## src/rtl/vend_pkg.sv

```systemverilog
// Shared types and constants for the coin-credit vending controller.
package vend_pkg;

  localparam int MONEY_W = 8;

  localparam logic [MONEY_W-1:0] DEFAULT_PRICE      = 8'd125;
  localparam logic [MONEY_W-1:0] DEFAULT_MAX_CREDIT = 8'd255;

  typedef enum logic [1:0] {
    S_IDLE,
    S_HOLD,
    S_DISPENSE,
    S_REFUND
  } state_t;

  // The sum is one bit wider than the credit register, so a carry out always counts as overflow.
  function automatic logic coin_fits(input logic [MONEY_W:0]   sum,
                                     input logic [MONEY_W-1:0] ceiling);
    return sum <= {1'b0, ceiling};
  endfunction

endpackage

```

## src/rtl/edge_detect.sv

```systemverilog
// Registered rising-edge detector: one event per low-to-high transition of a level.
module edge_detect (
  input  logic clk,
  input  logic reset_n,
  input  logic level,
  output logic rise
);

  logic level_q;

  // NOTE: sequential state uses non-blocking assignment so every flop samples pre-edge values.
  always_ff @(posedge clk or negedge reset_n) begin
    if (!reset_n) begin
      level_q <= 1'b0;
    end else begin
      level_q <= level;
    end
  end

  // Clearing level_q in reset makes a level already high at release count as an event.
  assign rise = level & ~level_q;

endmodule

```

## src/rtl/vend_credit.sv

```systemverilog
// Vending credit controller: accumulates coins, dispenses against PRICE, refunds on cancel.
module vend_credit
  import vend_pkg::*;
#(
  parameter logic [MONEY_W-1:0] PRICE      = DEFAULT_PRICE,
  parameter logic [MONEY_W-1:0] MAX_CREDIT = DEFAULT_MAX_CREDIT
) (
  input  logic               clk,
  input  logic               reset_n,
  input  logic               coin,
  input  logic [MONEY_W-1:0] money,
  input  logic               buy,
  input  logic               cancel,
  output logic [MONEY_W-1:0] credit,
  output logic               vend,
  output logic [MONEY_W-1:0] change,
  output logic               change_valid,
  output logic               reject,
  output logic               busy
);

  state_t             state;
  logic               coin_ev;
  logic               buy_ev;
  logic               cancel_ev;
  logic [MONEY_W:0]   sum;
  logic               fits;
  logic               in_hold;
  logic               buy_ok;
  logic               cancel_ok;

  edge_detect u_coin_edge (
    .clk     (clk),
    .reset_n (reset_n),
    .level   (coin),
    .rise    (coin_ev)
  );

  edge_detect u_buy_edge (
    .clk     (clk),
    .reset_n (reset_n),
    .level   (buy),
    .rise    (buy_ev)
  );

  edge_detect u_cancel_edge (
    .clk     (clk),
    .reset_n (reset_n),
    .level   (cancel),
    .rise    (cancel_ev)
  );

  assign sum       = {1'b0, credit} + {1'b0, money};
  assign fits      = coin_fits(sum, MAX_CREDIT);
  assign in_hold   = (state == S_HOLD);
  assign cancel_ok = cancel_ev & in_hold;
  assign buy_ok    = buy_ev & in_hold & (credit >= PRICE);

  // Priority: accepted cancel, then accepted buy, then coin; a displaced coin is returned.
  always_ff @(posedge clk or negedge reset_n) begin
    if (!reset_n) begin
      state        <= S_IDLE;
      credit       <= '0;
      change       <= '0;
      vend         <= 1'b0;
      change_valid <= 1'b0;
      reject       <= 1'b0;
      busy         <= 1'b0;
    end else begin
      // NOTE: pulse outputs default low every cycle so each branch only states when they fire.
      vend         <= 1'b0;
      change_valid <= 1'b0;
      reject       <= 1'b0;

      unique case (state)
        S_IDLE, S_HOLD: begin
          if (cancel_ok) begin
            state  <= S_REFUND;
            busy   <= 1'b1;
            reject <= coin_ev;
          end else if (buy_ok) begin
            state  <= S_DISPENSE;
            vend   <= 1'b1;
            busy   <= 1'b1;
            reject <= coin_ev;
          end else if (coin_ev) begin
            if (fits) begin
              credit <= sum[MONEY_W-1:0];
              state  <= S_HOLD;
            end else begin
              reject <= 1'b1;
            end
          end
        end

        S_DISPENSE: begin
          change       <= credit - PRICE;
          change_valid <= 1'b1;
          credit       <= '0;
          busy         <= 1'b0;
          reject       <= coin_ev;
          state        <= S_IDLE;
        end

        // Credit is only released on leaving REFUND, so a reset here forfeits it silently.
        S_REFUND: begin
          change       <= credit;
          change_valid <= 1'b1;
          credit       <= '0;
          busy         <= 1'b0;
          reject       <= coin_ev;
          state        <= S_IDLE;
        end
      endcase
    end
  end

endmodule

```

## config.mk

```make
export PLATFORM = sky130hd
export DESIGN_NAME = vend_credit
export DESIGN_NICKNAME = d
export VERILOG_FILES = /design/src/rtl/vend_pkg.sv /design/src/rtl/edge_detect.sv /design/src/rtl/vend_credit.sv
export SDC_FILE = /design/constraint.sdc
export NUM_CORES = 1
export LEC_CHECK = 0
export ABC_AREA = 0
export BUFFER_PORTS_ARGS = -buffer_cell sky130_fd_sc_hd__buf_4
export CAP_MARGIN = 20
export CORE_MARGIN = 10
export CORE_UTILIZATION = 53
export DETAILED_ROUTE_END_ITERATION = 8
export GPL_ROUTABILITY_DRIVEN = 0
export PLACE_DENSITY = 0.88
export SKIP_LAST_GASP = 1
export SYNTH_ARGS = -nofsm -noshare
export SYNTH_HDL_FRONTEND = slang
export SYNTH_HIERARCHICAL = 1
export SYNTH_SLANG_ARGS = --single-unit
export TNS_END_PERCENT = 1
```

## constraint.sdc

```tcl
create_clock -name clk -period 2.45 [get_ports clk]
set_clock_uncertainty 0.05 [all_clocks]
set_input_delay 0.735 -clock clk [delete_from_list [all_inputs] [get_ports clk]]
set_output_delay 0.735 -clock clk [all_outputs]
set_load 0.02 [all_outputs]
```

==> results.md <==
- Pwr/cell area: approximately 1200 nW/um^2
- Starting Density: a little over half
- Initial antenna violation count: 0
- Cell variety after synth: 38
- Critical Path AT: between 2 and 3 ns
- # diodes: 0
- Cts hold-fix bufs: 0
- DRC violations left: 0
- Mapped Avg Cell Area: roughly 11 sq um
- TritonCTS clock tree: done
- Die ar.: between 5000 and 6000 sq um
- Outcome: finished, final reports clean
- Max cap viols: 0
- Period utilization: approximately 96%
- Worst Setup EP: reject
- Final-report hold violation count: 0
- Final nets: 205
- Finished Layout Cells: roughly 210
- R2R depth: 7
- Layout cells sized above 1: 30.6%
- Worst R2R Start: credit[0]
- CTS Buffer Depth: 2
- Root Driver: clkbuf_4
- Core area: 2730 sq um
- # rows: 19
- Startpoint Class: input port
- Area delta synth->final: 23.1%
- Mapped Cells: 141
- Post-CTS sizing: 0
- Final Util: 67.6%
- Die Height: approximately 73 microns
- Slew Limit Fails: 0
- WL per Instance: between 15 and 20 microns
- CTS Sinks: 25
- Clock buffer count from CTS: 3
- Post-Synthesis Cell Area: roughly 1500 sq um
- IO Count: 33
- First-pass GRT wire length: roughly 5.5 mm
- F_max: 427 MHz
- Clock transition at path regs: 0.13 ns
- Drt pass-1 iters: 4
- Drt first-iter violations: 56
- Worst-margin pin slew: about 0.4 ns
- Post-synth top flop: dfrtp_1
- Slew HR: between 70% and 80%
- Critical path peak fanout: 3
- Aggregate global-route resource usage: roughly 12%
- Worst r2r dst: reject
- PortBufs: 32
- WS Path Type: input port to flip-flop
- Worst vdd ir: about 900 uV
- Setup bufs post-CTS: 0
- Hold Crit Class: input port to async pin
- CP Launch Point: money[0]
- CP endpoint kind: flip-flop
- Ys async rst share: 100%
- Vias in the first global route: approximately 1300
- Via count: 1175
- Post-DP HPWL: between 2 and 3 mm
- Min cycle time layout: about 2.3 ns
- Remaining antenna violation count after routing: 0
- Seq/Total Area, Yosys: between 40% and 50%
- Largest net degree at the start of global routing: 26
- Syn. warnings: 6
- GRT overflow: 0
- H-Tree Depth: 1
- Placed cells: around 210
- Worst EP required: 2.60 ns
- Worst skew pair latency: about 0.31 ns
- Synthesized flop and latch total: 25
- Setup Viol. Count Final: 0
- Worst hold slack: about 0.24 ns
- Routed vias/inst: 5.57
- Post-synth EDFFs: 0
- Final wirelength: between 3 and 4 mm
- Mapped Nets: 165
- Leak: between 0.0008 and 0.0009 uW
- Final TNS setup: 0 ns
- FF-to-FF setup slack: around 0.23 ns
- Die W: approximately 73 microns
- RSZ-0062 raised after global routing: no
-- final cells by class --
cell class / instances / area, sq um
Sequential cell: 25 / 626
Multi-Input combinational cell: 106 / 843
Clock buffer: 4 / 26.3
Fill cell: 217 / 885
Tap cell: 31 / 38.8
Inverter: 6 / 22.5
Timing Repair Buffer: 39 / 293
-- registers in the layout, summed over array words and instances, names as in the netlist --
signal,count
state,2
busy,1
reject,1
u_cancel_edge/level_q,1
change,8
change_valid,1
vend,1
u_coin_edge/level_q,1
credit,8
u_buy_edge/level_q,1
-- worst max-delay path, stage by stage --
cell and delay [ns]:
buf_4 0.11, ha_1 0.22, fa_1 0.42, a211oi_2 0.27, o31ai_2 0.14, a21oi_1 0.18
nor2b_1 0.06, o41a_1 0.36
-- placed cells by master (no fill, tap or decap), types with 2 or more instances in the layout --
cell type,count
clkbuf_4,3
nand2b_1,5
inv_1,6
o21ai_0,4
nor2_1,10
o21ai_4,2
a21oi_1,14
nor2b_1,4
dfrtp_1,25
nand2_1,8
nor2b_4,3
nand4b_1,2
xor2_1,6
xnor2_1,6
mux2_2,2
a211oi_1,2
o2bb2ai_1,7
a21o_1,2
buf_4,39
ha_1,10
-- worst min-delay path by stage --
stage	from	endpoint	slack [ns]	cells after the start
5_1_grt	reset_n	u_buy_edge/level_q	0.25	1
3_3_place_gp	change[1]	change[1]	0.44	1
4_1_cts	reset_n	change[5]	0.26	1
3_5_place_dp	change[1]	change[1]	0.45	1
6_report	reset_n	busy	0.24	1
2_1_floorplan	reset_n	busy	0.39	0
-- through the flow --
step,cell area (sq um),power (uW),worst slack [ns]
final,1850,2240,0.109
after floorplan,1510,1600,0.0113
after CTS,1850,2250,0.102
after detailed placement,1820,2070,-0.235
after global placement,1820,2010,-0.120
after global routing,1850,2430,0.0128
-- Yosys cell counts, types with 2 or more instances --
cell type,count,share of area (%)
ha_1,10,8.3
nor2b_4,3,2.7
nor2_1,10,2.5
o21ai_4,2,2.2
nand2b_1,5,2.1
xnor2_1,6,3.5
clkbuf_1,3,0.75
o21ai_0,4,1.3
nand4b_1,2,1.2
dfrtp_1,25,42
inv_1,6,1.5
o2bb2ai_1,7,4.1
a21o_1,2,1.0
mux2_2,2,1.5
a211oi_1,3,1.5
nand2_1,8,2.0
a21oi_1,14,4.7
xor2_1,6,3.5
nor2b_1,4,1.7
-- cell families (layout without fill, tap and decap cells) --
group / count (synthesis) / in the layout / share of synthesized area [%]
xor+xnor: 12 / 12 / 6.99
flops: 25 / 25 / 41.6
simple gates: 39 / 39 / 16.5
fa+ha+maj: 11 / 11 / 9.66
mux: 3 / 3 / 2.16
buf+inv: 10 / 49 / 2.58
compound gates: 41 / 41 / 20.5
-- where the power goes --
| part | switching [uW] | internal (uW) |
|---|---|---|
| Clock | 116 | 63.6 |
| Sequential | 154 | 566 |
| Combinational | 721 | 618 |
-- metal layers --
metal  global-route usage [%]  vias up  routed length, microns
met5                        0        -                       0
met4                     4.01        0                      31
met3                     3.54        4                     205
met2                     20.6       32                    1500
met1                     15.1      554                    1500
li1                         -      585                       -
Power figures use the tool's default switching activity.
